<file path="src/rtl/div_pipe_arbiter.sv">
// Round-robin front end sharing one fixed-latency pipelined divider among NREQ requesters.
// Define DIV_PIPE_ARB_FIXED_PRIO_EN for fixed priority (lowest index wins, no RR pointer).
module div_pipe_arbiter #(
    parameter int WIDTH = 4,
    parameter int NREQ  = 2,
    parameter int LAT   = 8
) (
    input  logic                        clk,
    input  logic                        rst_n,
    input  logic [NREQ-1:0]             req_valid,
    output logic [NREQ-1:0]             req_ready,
    input  logic [NREQ*2*WIDTH-1:0]     req_dividend,
    input  logic [NREQ*WIDTH-1:0]       req_divisor,
    output logic [2*WIDTH-1:0]          div_dividend,
    output logic [WIDTH-1:0]            div_divisor,
    input  logic [2*WIDTH-1:0]          div_quotient,
    input  logic [WIDTH-1:0]            div_remainder,
    output logic [NREQ-1:0]             rsp_valid,
    output logic [2*WIDTH-1:0]          rsp_quotient,
    output logic [WIDTH-1:0]            rsp_remainder,
    output logic                        rsp_dbz,
    output logic [$clog2(LAT+2)-1:0]    inflight
);
    localparam int DW   = 2 * WIDTH;
    localparam int PTRW = $clog2(NREQ);
    localparam int CW   = $clog2(LAT + 2);

    logic [NREQ-1:0]       w_grant;
    logic [PTRW-1:0]       w_gidx;
    logic                  w_acc;
    logic [DW-1:0]         w_sel_dvd;
    logic [WIDTH-1:0]      w_sel_dvs;
    logic                  w_ret;
    logic [NREQ-1:0]       w_rsp_hot;

    logic [DW-1:0]         r_div_dvd;
    logic [WIDTH-1:0]      r_div_dvs;
    logic [LAT:0]          r_sv;
    logic [LAT:0][PTRW-1:0] r_sid;
    logic [LAT:0]          r_sdbz;
    logic [NREQ-1:0]       r_rsp_valid;
    logic [DW-1:0]         r_rsp_q;
    logic [WIDTH-1:0]      r_rsp_r;
    logic                  r_rsp_dbz;
    logic [CW-1:0]         r_inflight;

`ifndef DIV_PIPE_ARB_FIXED_PRIO_EN
    logic [PTRW-1:0]       r_ptr;
`endif

    // Rotating priority as two ascending scans: indices at/after the pointer first, then the wrap.
    always_comb begin
        w_grant = '0;
        w_gidx  = '0;
        w_acc   = 1'b0;
`ifndef DIV_PIPE_ARB_FIXED_PRIO_EN
        for (int unsigned i = 0; i < NREQ; i++) begin
            if (rst_n && !w_acc && req_valid[i] && (i >= 32'(r_ptr))) begin
                w_acc      = 1'b1;
                w_gidx     = PTRW'(i);
                w_grant[i] = 1'b1;
            end
        end
`endif
        for (int unsigned i = 0; i < NREQ; i++) begin
            if (rst_n && !w_acc && req_valid[i]) begin
                w_acc      = 1'b1;
                w_gidx     = PTRW'(i);
                w_grant[i] = 1'b1;
            end
        end
    end

    always_comb begin
        w_sel_dvd = '0;
        w_sel_dvs = '0;
        for (int unsigned i = 0; i < NREQ; i++) begin
            if (w_grant[i]) begin
                w_sel_dvd = req_dividend[i*DW +: DW];
                w_sel_dvs = req_divisor[i*WIDTH +: WIDTH];
            end
        end
    end

    assign w_ret = r_sv[LAT];

    always_comb begin
        w_rsp_hot = '0;
        for (int unsigned i = 0; i < NREQ; i++) begin
            w_rsp_hot[i] = (r_sid[LAT] == PTRW'(i));
        end
    end

    always_ff @(posedge clk or negedge rst_n) begin
        if (!rst_n) begin
            r_div_dvd   <= '0;
            r_div_dvs   <= '0;
            r_sv        <= '0;
            r_sid       <= '0;
            r_sdbz      <= '0;
            r_rsp_valid <= '0;
            r_rsp_q     <= '0;
            r_rsp_r     <= '0;
            r_rsp_dbz   <= 1'b0;
            r_inflight  <= '0;
        end else begin
            if (w_acc) begin
                r_div_dvd <= w_sel_dvd;
                r_div_dvs <= w_sel_dvs;
            end
            r_sv   <= {r_sv[LAT-1:0], w_acc};
            r_sid  <= {r_sid[LAT-1:0], w_gidx};
            r_sdbz <= {r_sdbz[LAT-1:0], w_acc && (w_sel_dvs == '0)};
            if (w_ret) begin
                r_rsp_valid <= w_rsp_hot;
                if (r_sdbz[LAT]) begin
                    r_rsp_q   <= '1;
                    r_rsp_r   <= '0;
                    r_rsp_dbz <= 1'b1;
                end else begin
                    r_rsp_q   <= div_quotient;
                    r_rsp_r   <= div_remainder;
                    r_rsp_dbz <= 1'b0;
                end
            end else begin
                r_rsp_valid <= '0;
                r_rsp_dbz   <= 1'b0;
            end
            if (w_acc && !w_ret) begin
                r_inflight <= r_inflight + CW'(1);
            end else if (!w_acc && w_ret) begin
                r_inflight <= r_inflight - CW'(1);
            end
        end
    end

`ifndef DIV_PIPE_ARB_FIXED_PRIO_EN
    always_ff @(posedge clk or negedge rst_n) begin
        if (!rst_n) begin
            r_ptr <= '0;
        end else if (w_acc) begin
            r_ptr <= (w_gidx == PTRW'(NREQ - 1)) ? '0 : w_gidx + PTRW'(1);
        end
    end
`endif

    assign req_ready     = w_grant;
    assign div_dividend  = r_div_dvd;
    assign div_divisor   = r_div_dvs;
    assign rsp_valid     = r_rsp_valid;
    assign rsp_quotient  = r_rsp_q;
    assign rsp_remainder = r_rsp_r;
    assign rsp_dbz       = r_rsp_dbz;
    assign inflight      = r_inflight;

endmodule

</file>
<file path="config.mk">
export PLATFORM = sky130hd
export DESIGN_NAME = div_pipe_arbiter
export DESIGN_NICKNAME = d
export VERILOG_FILES = /design/src/rtl/div_pipe_arbiter.sv
export SDC_FILE = /design/constraint.sdc
export NUM_CORES = 1
export LEC_CHECK = 0
export ABC_AREA = 1
export BUFFER_PORTS_ARGS = -buffer_cell sky130_fd_sc_hd__buf_2
export CAP_MARGIN = 40
export CORE_ASPECT_RATIO = 0.8
export CORE_UTILIZATION = 55
export CTS_BUF_LIST = sky130_fd_sc_hd__clkbuf_2 sky130_fd_sc_hd__clkbuf_4 sky130_fd_sc_hd__clkbuf_8
export DETAILED_ROUTE_END_ITERATION = 10
export GPL_TIMING_DRIVEN = 0
export PLACE_DENSITY = 0.87
export SKIP_LAST_GASP = 1
export SLEW_MARGIN = 20
export SYNTH_ARGS = -nofsm -noshare
export SYNTH_HDL_FRONTEND = slang
export SYNTH_SLANG_ARGS = --single-unit
</file>
<file path="constraint.sdc">
create_clock -name clk -period 3.2 [get_ports clk]
set_input_delay 0.64 -clock clk [delete_from_list [all_inputs] [get_ports clk]]
set_output_delay 0.64 -clock clk [all_outputs]
set_load 0.005 [all_outputs]
</file>
==> flow_metrics.tcl, run 1 <==
set metrics [dict create \
    fin_ws_ns 0.441 \
    path_cells "buf_4, nand2_1, a21oi_2, buf_2" \
    die_x_um 71.2 \
    cp.depth 4 \
    clkLatencyLatePin_ns 0.34 \
    synth_nets 224 \
    postCtsSetupBuffers 0 \
    grt_pass1_vias 1535 \
    worstRegToRegCells 10 \
    fmax_ghz 0.362 \
    critPathLaunch "rst_n" \
    dieArea_sq_um 4080 \
    root_buffer "clkbuf_8" \
    hold_viol_final 0 \
    crit-reg2reg-launch "r_sv[8]" \
    grt_max_degree 63 \
    grt_usage_pct 23.5 \
    critical_path.slowest_cell "buf_4" \
    power_density_nw_per_um2 747 \
    drv_cap 0 \
    setup.worst_path.end_class "primary output" \
    yosys.area_share.adder_pct 2.73 \
    post_drt_wl_per_cell_um 12.8 \
    critical_path_class "input pin to primary output" \
    insertedDiodeCount 0 \
    tightest_slew_ns 0.709 \
    synth_top_family_by_area "simple AND/OR/NAND/NOR gates" \
    hold_path_class "flip-flop to flip-flop" \
    r2r_slack_ns 1.35 \
    worstSetupStartpointType "input pin" \
    syn_area_per_cell_sq_um 11.7 \
    internal_power_uw 1550 \
    numCtsBuffers 9 \
    cts_resized 0 \
    coreArea_sq_um 3540 \
    routabilityCongestion 0.760 \
    switchingPower_uw 512 \
    dp_slack_ns 0.128 \
    synth_mux_area_share_pct 0 \
    drive_gt1_share_pct 36.2 \
    layout.area.seq_sq_um 1480 \
    required_ns 2.56 \
    antenna_found_initial 0 \
    clock-sinks 59 \
    peakVddDrop_mv 0.663 \
    routed_wl_um 3950 \
    cp_num_buf_inv 2 \
    io_buffers 72 \
    clk_pin_slew_ns 0.07 \
    ys_ff_latch 59 \
    grt-ovfl-total 0 \
    synth_compound_area_share_pct 7.01 \
    synthSimpleGateAreaFrac_pct 14.8 \
    area_growth_pct 31.4 \
    crit_family "buffers and inverters" \
    skew_ns 0.00899 \
    htreeDepth 3 \
    die_y_um 57.3 \
    power_frac_comb_pct 16.4 \
    drc 7 \
    dp_hpwl_um 2760 \
    report.final.slew_viol_count 0 \
    reg2reg_to "inflight[3]" \
    drt_iter0_drc 91 \
    finalSetupViolCount 0 \
    grt_first_pass_wirelength_um 6800 \
    rows 19 \
    clockBufferDepth 2 \
    failed_checks "DRC" \
    outcome "finished, violations left" \
    setup_tns_ns 0 \
    drtAntennaViolNets 0 \
    finalCriticalPeriod_ns 2.76 \
    drt-vias-per-instance 4.93 \
    cp.arrival_ns 2.12 \
    p_leak_uw 0.00151 \
    slew_headroom_pct 52.8 \
    design.final.nets 307 \
    synth_xor_area_share_pct 1.25 \
    switching_share_pct 24.8 \
    first_pass_iters 7 \
    vias 1527 \
    critPathMaxStageDelay_ns 0.55 \
    cts_hold_buf 0 \
    ys_warn_count 0 \
    endpoint "req_ready[1]" \
    multi_input_area_sq_um 543 \
    seqPwrFrac_pct 44.0 \
    synth_cell_types 18 \
    initial_core_util_pct 59.4 \
    num-fill-cells 223 \
    ys_seq_area_share_pct 70.1 \
    syn-cell-area_sq_um 2110 \
    power.clock.fraction_pct 39.6 \
    rsz0062_at_grt "no" \
    cts_tree "built" \
    synthesis.instances 180 \
    fin_crit_sh_pct 86.2 \
    critical_path.max_fanout 62 \
    io_pins 73 \
]
==> cell families after synthesis <==
kind of cell               after synthesis
buffers and inverters                   19
adders and majority gates                4
xor gates and xnor gates                 3
AOI/OAI and AO/OA                       19
DFF                                     59
and+or+nand+nor                         76
==> worst register-to-register path, cell delays in order, from the launching register on <==
cell	delay, ns
dfrtp_1	0.37
inv_1	0.20
ha_1	0.25
inv_1	0.10
ha_1	0.33
a21oi_1	0.19
nand2_1	0.08
nand2_1	0.07
nand2_1	0.06
nand2_1	0.05
nand2_1	0.05
==> power by group through the flow <==
stage               Clock, uW  Combinational, uW  Sequential [uW]
floorplan                   0                181              924
global placement            0                323              918
detailed placement          0                341              921
CTS                       827                343              911
global route              868                396              924
finish                    818                339              910
==> cell usage in the layout (no fill, tap or decap), types with 4 or more instances in the layout <==
cell / instances
a22o_1: 4
buf_2: 71
clkbuf_8: 10
dfrtp_1: 59
inv_1: 14
nand2_1: 53
nand3_1: 15
nor2_1: 5
o22a_1: 8
==> per-stage QoR <==
step / instances / utilization, % / power, uW / cell area [sq um] / hold slack (ns)
finish: 310 / 78.1 / 2070 / 2770 / 0.341
detailed placement: 294 / 71.2 / 1260 / 2520 / 0.335
CTS: 310 / 78.1 / 2080 / 2770 / 0.343
global placement: 294 / 71.1 / 1240 / 2520 / 0.333
global route: 310 / 78.1 / 2190 / 2770 / 0.354
floorplan: 180 / - / 1100 / 2110 / 0.331
==> worst min-delay path by stage <==
stage,slack (ns),startpoint,depth (start not counted),to
2_1_floorplan,0.33,r_sdbz[0],0,r_sdbz[1]
3_3_place_gp,0.33,r_sdbz[0],0,r_sdbz[1]
3_5_place_dp,0.33,r_sdbz[1],0,r_sdbz[2]
4_1_cts,0.34,r_sdbz[6],0,r_sdbz[7]
5_1_grt,0.35,r_sid[7],0,r_sid[8]
6_report,0.34,r_sdbz[6],0,r_sdbz[7]
==> final cells by class <==
| class | instances | area share (%) |
|---|---|---|
| clock buffer | 11 | 5.25 |
| multi-input combinational | 102 | 19.6 |
| timing repair buffer | 72 | 13.1 |
| inverter | 16 | 2.17 |
| buffer | 3 | 0.950 |
| tap | 42 | 1.90 |
| clock inverter | 5 | 3.62 |
| sequential | 59 | 53.4 |
==> routing by layer <==
layer  wire length, um  vias to the layer above  track usage [%]
li1                  -                      745                -
met1              1720                      702             28.4
met5                 0                        -                0
met2              1870                       70             37.3
met3               283                       10             9.36
met4                80                        0             11.1
==> synthesized netlist by cell type <==
master / n / area share (%)
a21oi_1: 2 / 0.48
a21oi_2: 2 / 0.83
a22o_1: 4 / 1.7
buf_6: 2 / 1.1
clkbuf_1: 1 / 0.18
dfrtp_1: 59 / 70
fa_1: 1 / 0.95
ha_1: 3 / 1.8
inv_1: 14 / 2.5
inv_2: 2 / 0.36
nand2_1: 53 / 9.4
nand2_2: 1 / 0.30
nand3_1: 15 / 3.6
nor2_1: 5 / 0.89
nor2_2: 2 / 0.59
o21ai_0: 3 / 0.71
o22a_1: 8 / 3.3
xnor2_1: 3 / 1.2
==> flip-flops by register name, indices dropped and copies added (netlist names) <==
register / cells
inflight: 4
r_ptr: 1
rsp_dbz: 1
div_divisor: 4
r_sid: 9
rsp_valid: 2
rsp_remainder: 4
r_sv: 9
rsp_quotient: 8
r_sdbz: 9
div_dividend: 8
Note: power is estimated with default switching activity, not from simulation.
==> run 2: changes to the inputs <==
--- a/config.mk
+++ b/config.mk
@@ -9,6 +9,7 @@
 export BUFFER_PORTS_ARGS = -buffer_cell sky130_fd_sc_hd__buf_2
 export CAP_MARGIN = 40
 export CORE_ASPECT_RATIO = 0.8
+export CORE_MARGIN = 3
 export CORE_UTILIZATION = 55
 export CTS_BUF_LIST = sky130_fd_sc_hd__clkbuf_2 sky130_fd_sc_hd__clkbuf_4 sky130_fd_sc_hd__clkbuf_8
 export DETAILED_ROUTE_END_ITERATION = 10
==> flow_metrics.tcl, run 2 (synthesized netlist as in run 1, its figures left out) <==
set metrics [dict create \
    vias 1523 \
    die_x_um 75.2 \
    htreeDepth 3 \
    drt-vias-per-instance 4.91 \
    postCtsSetupBuffers 0 \
    rows 19 \
    final_common_cell "buf_2" \
    antenna_found_initial 0 \
    rsz0062_at_grt "no" \
    dp_hpwl_um 2740 \
    holdPathStages 0 \
    final_cell_mix "buf_2 (71), dfrtp_1 (59), nand2_1 (53)" \
    power.clock.fraction_pct 39.7 \
    p_total_uw 2090 \
    worstSetupStartpointType "input pin" \
    initial_core_util_pct 59.4 \
    top_regs "r_sdbz x9, r_sid x9, r_sv x9" \
    switchingPower_uw 518 \
    dieArea_sq_um 4610 \
    die_y_um 61.3 \
    grt_usage_pct 20.2 \
    report.final.slew_viol_count 0 \
    tightest_slew_ns 0.716 \
    switching_share_pct 24.8 \
    drtAntennaViolNets 0 \
    routabilityCongestion 0.745 \
    coreArea_sq_um 3540 \
    worstRegToRegCells 10 \
    drive_gt1_share_pct 36.2 \
    finalSetupViolCount 0 \
    power_density_nw_per_um2 753 \
    root_buffer "clkbuf_8" \
    critical_path_class "input pin to primary output" \
    io_pins 73 \
    cts_resized 0 \
    skew_ns 0.00783 \
    cts_tree "built" \
    design.final.nets 307 \
    grt_first_pass_wirelength_um 6580 \
    fmax_ghz 0.371 \
    clockBufferDepth 2 \
    io_buffers 72 \
    grt_max_degree 63 \
    slew_headroom_pct 52.2 \
    cp.arrival_ns 2.06 \
    setup.worst_path.end_class "primary output" \
    power_frac_comb_pct 16.5 \
    drt_iter0_drc 71 \
    met3_usage_pct 9.14 \
    area_growth_pct 31.6 \
    drc 0 \
    p_leak_uw 0.00151 \
    finalCriticalPeriod_ns 2.70 \
    met2_usage_pct 31.6 \
    required_ns 2.56 \
    peakVddDrop_mv 0.574 \
    fin_crit_sh_pct 84.3 \
    clock-sinks 59 \
    whs_ns 0.345 \
    critical_path.max_fanout 62 \
    internal_power_uw 1570 \
    clkLatencyLatePin_ns 0.33 \
    hold_viol_final 0 \
    insertedDiodeCount 0 \
    grt-ovfl-total 0 \
    hold_path_class "flip-flop to flip-flop" \
    drv_cap 0 \
    clk_pin_slew_ns 0.06 \
    grt.busiest_layer "met2" \
    cts_hold_buf 0 \
    seqPwrFrac_pct 43.8 \
    first_pass_iters 4 \
    post_drt_wl_per_cell_um 13.6 \
    numCtsBuffers 9 \
    grt_pass1_vias 1452 \
    routed_wl_um 4220 \
    outcome "complete, no violations" \
    met1_usage_pct 26.0 \
]
==> run 2: cell count changes in the layout (fill, tap and decap cells not counted) <==
| cell | delta |
|---|---|
| clkbuf_4 | +1 |
| clkinvlp_4 | +1 |
| clkinv_2 | -2 |
==> run 2: critical path: stages <==
cell	delay, ns
buf_4	0.56
nand2_1	0.23
a21oi_2	0.40
buf_2	0.21
==> run 2: power groups by stage <==
stage,clock [uW],combinational [uW],sequential (uW)
after floorplan,0,181,924
after global placement,0,325,918
after detailed placement,0,339,922
after CTS,848,350,916
after global routing,888,391,930
final,828,345,914
==> run 2: routing by layer <==
metal / vias up / wire [um]
met2: 62 / 2010
met3: 2 / 305
li1: 742 / -
met4: 0 / 11
met1: 717 / 1890
met5: - / 0
==> run 2: final timing paths <==
kind / to / from / slack [ns]
worst max-delay path: req_ready[1] / rst_n / 0.50
max in group asynchronous: r_sv[0] / rst_n / 2.36
min in group asynchronous: rsp_valid[0] / rst_n / 0.37
worst min register to register: r_sdbz[3] / r_sdbz[2] / 0.35
worst min-delay path: r_sdbz[3] / r_sdbz[2] / 0.35
worst max register to register: inflight[3] / r_sv[8] / 1.37
==> run 2: cell type report <==
class	count	area (sq um)
well taps	42	52.6
flip-flops and latches	59	1480
plain buffers	3	26.3
clock inverters	4	97.6
repair buffers	72	363
fillers	225	771
inverters	16	60.1
multi-input cells	102	543
clock buffers	12	153
==> run 2: through the flow <==
stage / TNS [ns] / worst slack (ns) / instances / instance area [sq um] / utilization [%]
after global placement: -0.356 / -0.243 / 294 / 2520 / 71.1
after global routing: 0 / 0.308 / 310 / 2770 / 78.2
after detailed placement: 0 / 0.182 / 294 / 2520 / 71.2
after floorplan: 0 / 1.23 / 180 / 2110 / -
after CTS: 0 / 0.445 / 310 / 2770 / 78.2
final: 0 / 0.503 / 310 / 2770 / 78.2
==> run 3: changes to the inputs <==
--- a/config.mk
+++ b/config.mk
@@ -5,16 +5,16 @@
 export SDC_FILE = /design/constraint.sdc
 export NUM_CORES = 1
 export LEC_CHECK = 0
-export ABC_AREA = 1
+export ABC_AREA = 0
 export BUFFER_PORTS_ARGS = -buffer_cell sky130_fd_sc_hd__buf_2
 export CAP_MARGIN = 40
 export CORE_ASPECT_RATIO = 0.8
 export CORE_MARGIN = 3
-export CORE_UTILIZATION = 55
+export CORE_UTILIZATION = 51
 export CTS_BUF_LIST = sky130_fd_sc_hd__clkbuf_2 sky130_fd_sc_hd__clkbuf_4 sky130_fd_sc_hd__clkbuf_8
 export DETAILED_ROUTE_END_ITERATION = 10
 export GPL_TIMING_DRIVEN = 0
-export PLACE_DENSITY = 0.87
+export PLACE_DENSITY = 0.81
 export SKIP_LAST_GASP = 1
 export SLEW_MARGIN = 20
 export SYNTH_ARGS = -nofsm -noshare
==> constraint.sdc (replaced) <==
create_clock -name clk -period 2.6 [get_ports clk]
set_input_delay 0.52 -clock clk [delete_from_list [all_inputs] [get_ports clk]]
set_output_delay 0.52 -clock clk [all_outputs]
set_load 0.005 [all_outputs]
==> flow_metrics.tcl, run 3 <==
set metrics [dict create \
    outcome "complete, no violations" \
    hold_path_class "input pin to asynchronous set/reset pin" \
    die_x_um 78.3 \
    routed_wl_um 4060 \
    hold_viol_final 0 \
    vias 1545 \
    synth_nets 214 \
    dieArea_sq_um 5000 \
    met2_usage_pct 28.1 \
    met1_usage_pct 23.1 \
    finalCriticalPeriod_ns 2.32 \
    grt_max_degree 66 \
    switching_share_pct 26.0 \
    io_pins 73 \
    top_regs "r_sdbz x9, r_sid x9, r_sv x9" \
    ys_seq_area_share_pct 69.2 \
    drc 0 \
    synth_cell_types 30 \
    yosysTopAreaCellShare_pct 69.2 \
    rows 20 \
    synth_largest_area_cell "dfrtp_1" \
    clkLatencyLatePin_ns 0.32 \
    synthTopCellsByArea "dfrtp_1 (69%), nor2_1 (4.6%), a21oi_1 (4.5%)" \
    design.final.nets 299 \
    clk_pin_slew_ns 0.06 \
    synthSimpleGateAreaFrac_pct 10.9 \
    power_density_nw_per_um2 804 \
    r2r_slack_ns 0.61 \
    synth_xor_area_share_pct 1.23 \
    fmax_ghz 0.431 \
    netlist_top_cells_count "dfrtp_1 (59), nor2_1 (26), a21oi_1 (19)" \
    synth_ff_type "dfrtp_1" \
    grt-ovfl-total 0 \
    power.clock.fraction_pct 30.9 \
    yosysMostFrequentCell "dfrtp_1" \
    syn_area_per_cell_sq_um 12.5 \
    crit_path_frequent_cell "ha_1" \
    worstSetupStartpointType "input pin" \
    report.final.slew_viol_count 0 \
    io_buffers 71 \
    tightest_slew_ns 0.425 \
    dp_hpwl_um 2760 \
    power_frac_comb_pct 18.6 \
    synth_mux_area_share_pct 0.528 \
    numCtsBuffers 9 \
    insertedDiodeCount 0 \
    fin_crit_sh_pct 89.2 \
    peakVddDrop_mv 0.374 \
    post_drt_wl_per_cell_um 13.0 \
    rsz0062_at_grt "no" \
    critPathMaxStageDelay_ns 0.29 \
    die_y_um 63.8 \
    routabilityCongestion 0.706 \
    synth_edf_count 0 \
    slew_headroom_pct 71.7 \
    antenna_found_initial 0 \
    skew_ns 0.00422 \
    fin_ws_ns 0.280 \
    required_ns 2.81 \
    critical_path.slowest_cell "ha_1" \
    p_leak_uw 0.00138 \
    ys_ff_latch 59 \
    final_cell_mix "buf_2 (71), dfrtp_1 (59), nor2_1 (26)" \
    first_pass_iters 5 \
    grt_pass1_vias 1553 \
    setup.worst_path.end_class "flip-flop" \
    switchingPower_uw 577 \
    async_flop_share_pct 100 \
    clock-sinks 59 \
    dp_slack_ns -0.310 \
    path_cells "buf_4, buf_12, o21ai_4, clkinvlp_4, ha_1, inv_1, ha_1, a21oi_1, and3_1, o21bai_1, xnor2_1" \
    drv_cap 0 \
    drt_iter0_drc 54 \
    drtAntennaViolNets 0 \
    design_area_sq_um 2760 \
    drive_gt1_share_pct 37.7 \
    critical_path.max_fanout 39 \
    synth_top_family_by_area "compound AO/OA/AOI/OAI gates" \
    cts_tree "built" \
    place_area_sq_um 2560 \
    synth_compound_area_share_pct 13.3 \
    area_growth_pct 29.3 \
    ys_warn_count 0 \
    yosys.area_share.adder_pct 2.70 \
    worstRegToRegCells 9 \
    synthesis.instances 170 \
    coreArea_sq_um 3900 \
    grt_usage_pct 18.7 \
    crit-reg2reg-launch "r_sv[8]" \
    finalSetupViolCount 0 \
    drt-vias-per-instance 4.95 \
    final_common_cell "buf_2" \
    grt.busiest_layer "met2" \
    seqPwrFrac_pct 50.6 \
    syn-cell-area_sq_um 2130 \
    cp.arrival_ns 2.53 \
    reg2reg_to "inflight[3]" \
    clockBufferDepth 2 \
    grt_first_pass_wirelength_um 7070 \
    root_buffer "clkbuf_8" \
    critical_path_class "input pin to flip-flop" \
    initial_core_util_pct 54.6 \
    internal_power_uw 1640 \
    met3_usage_pct 8.17 \
    critPathLaunch "rst_n" \
    htreeDepth 3 \
]
run 3: changes by cell type after synthesis, moves of 9 or more:
cell and delta:
a21oi_1 +17, inv_1 -9, nand2_1 -43, nand3_1 -14
nor2_1 +21
run 3: worst max-delay path, delay by kind of cell:
kind,cells,cell delay [ns]
buffers and inverters,4,0.79
XOR/XNOR,1,0.12
adder cells (fa/ha/maj),2,0.50
AND/OR/NAND/NOR,1,0.18
AO/OA/AOI/OAI,3,0.39
run 3: repair_timing:
item	CTS	global route
hold endpoints to repair	0	0
endpoints found under the setup margin	0	1
buffers inserted	0	2
gates resized for setup	0	1
hold buffers	0	0
run 3: kinds of logic (layout without fill, tap and decap cells):
logic type               count (synthesis)  in the layout
buffers and inverters                   12             99
flip-flops                              59             59
adder cells (fa/ha/maj)                  4              4
AND/OR/NAND/NOR                         49             49
multiplexers                             1              1
AO/OA/AOI/OAI                           42             42
XOR/XNOR                                 3              3
run 3: power by group through the flow:
stage	clock network, uW	logic [uW]	registers (uW)
2_1_floorplan	0	214	1130
3_5_place_dp	0	412	1130
6_report	684	411	1120
4_1_cts	714	412	1120
5_1_grt	763	470	1140
3_3_place_gp	0	391	1130
run 3: area by class of cell:
cell class / count / area [sq um]
Sequential cell: 59 / 1480
Buffer: 6 / 23.8
Multi-Input combinational cell: 99 / 609
Inverter: 6 / 26.3
Tap cell: 55 / 68.8
Fill cell: 293 / 1150
Timing Repair Buffer: 74 / 393
Clock buffer: 13 / 160
run 3: how the worst max path moves through the flow:
stage                             end  cells past startpoint
after floorplan           inflight[3]                     10
after detailed placement  inflight[3]                     10
after global placement    inflight[3]                     10
after CTS                 inflight[3]                     10
after global routing      inflight[3]                     11
final                     inflight[3]                     11
run 3: metrics by stage:
stage	hold slack (ns)	utilization, %	cells	total power (uW)	setup TNS [ns]
after floorplan	0.224	-	170	1350	0
after global placement	0.333	65.5	296	1520	-1.83
after detailed placement	0.336	65.5	296	1540	-0.417
after CTS	0.293	69.6	309	2250	0
after global routing	0.107	70.6	312	2370	0
final	0.103	70.6	312	2220	0
run 3: layer usage:
metal / vias to the layer above / share of wire, %
li1: 747 / -
met1: 720 / 45
met4: 0 / 1.6
met2: 72 / 44
met5: - / 0
met3: 6 / 9.6
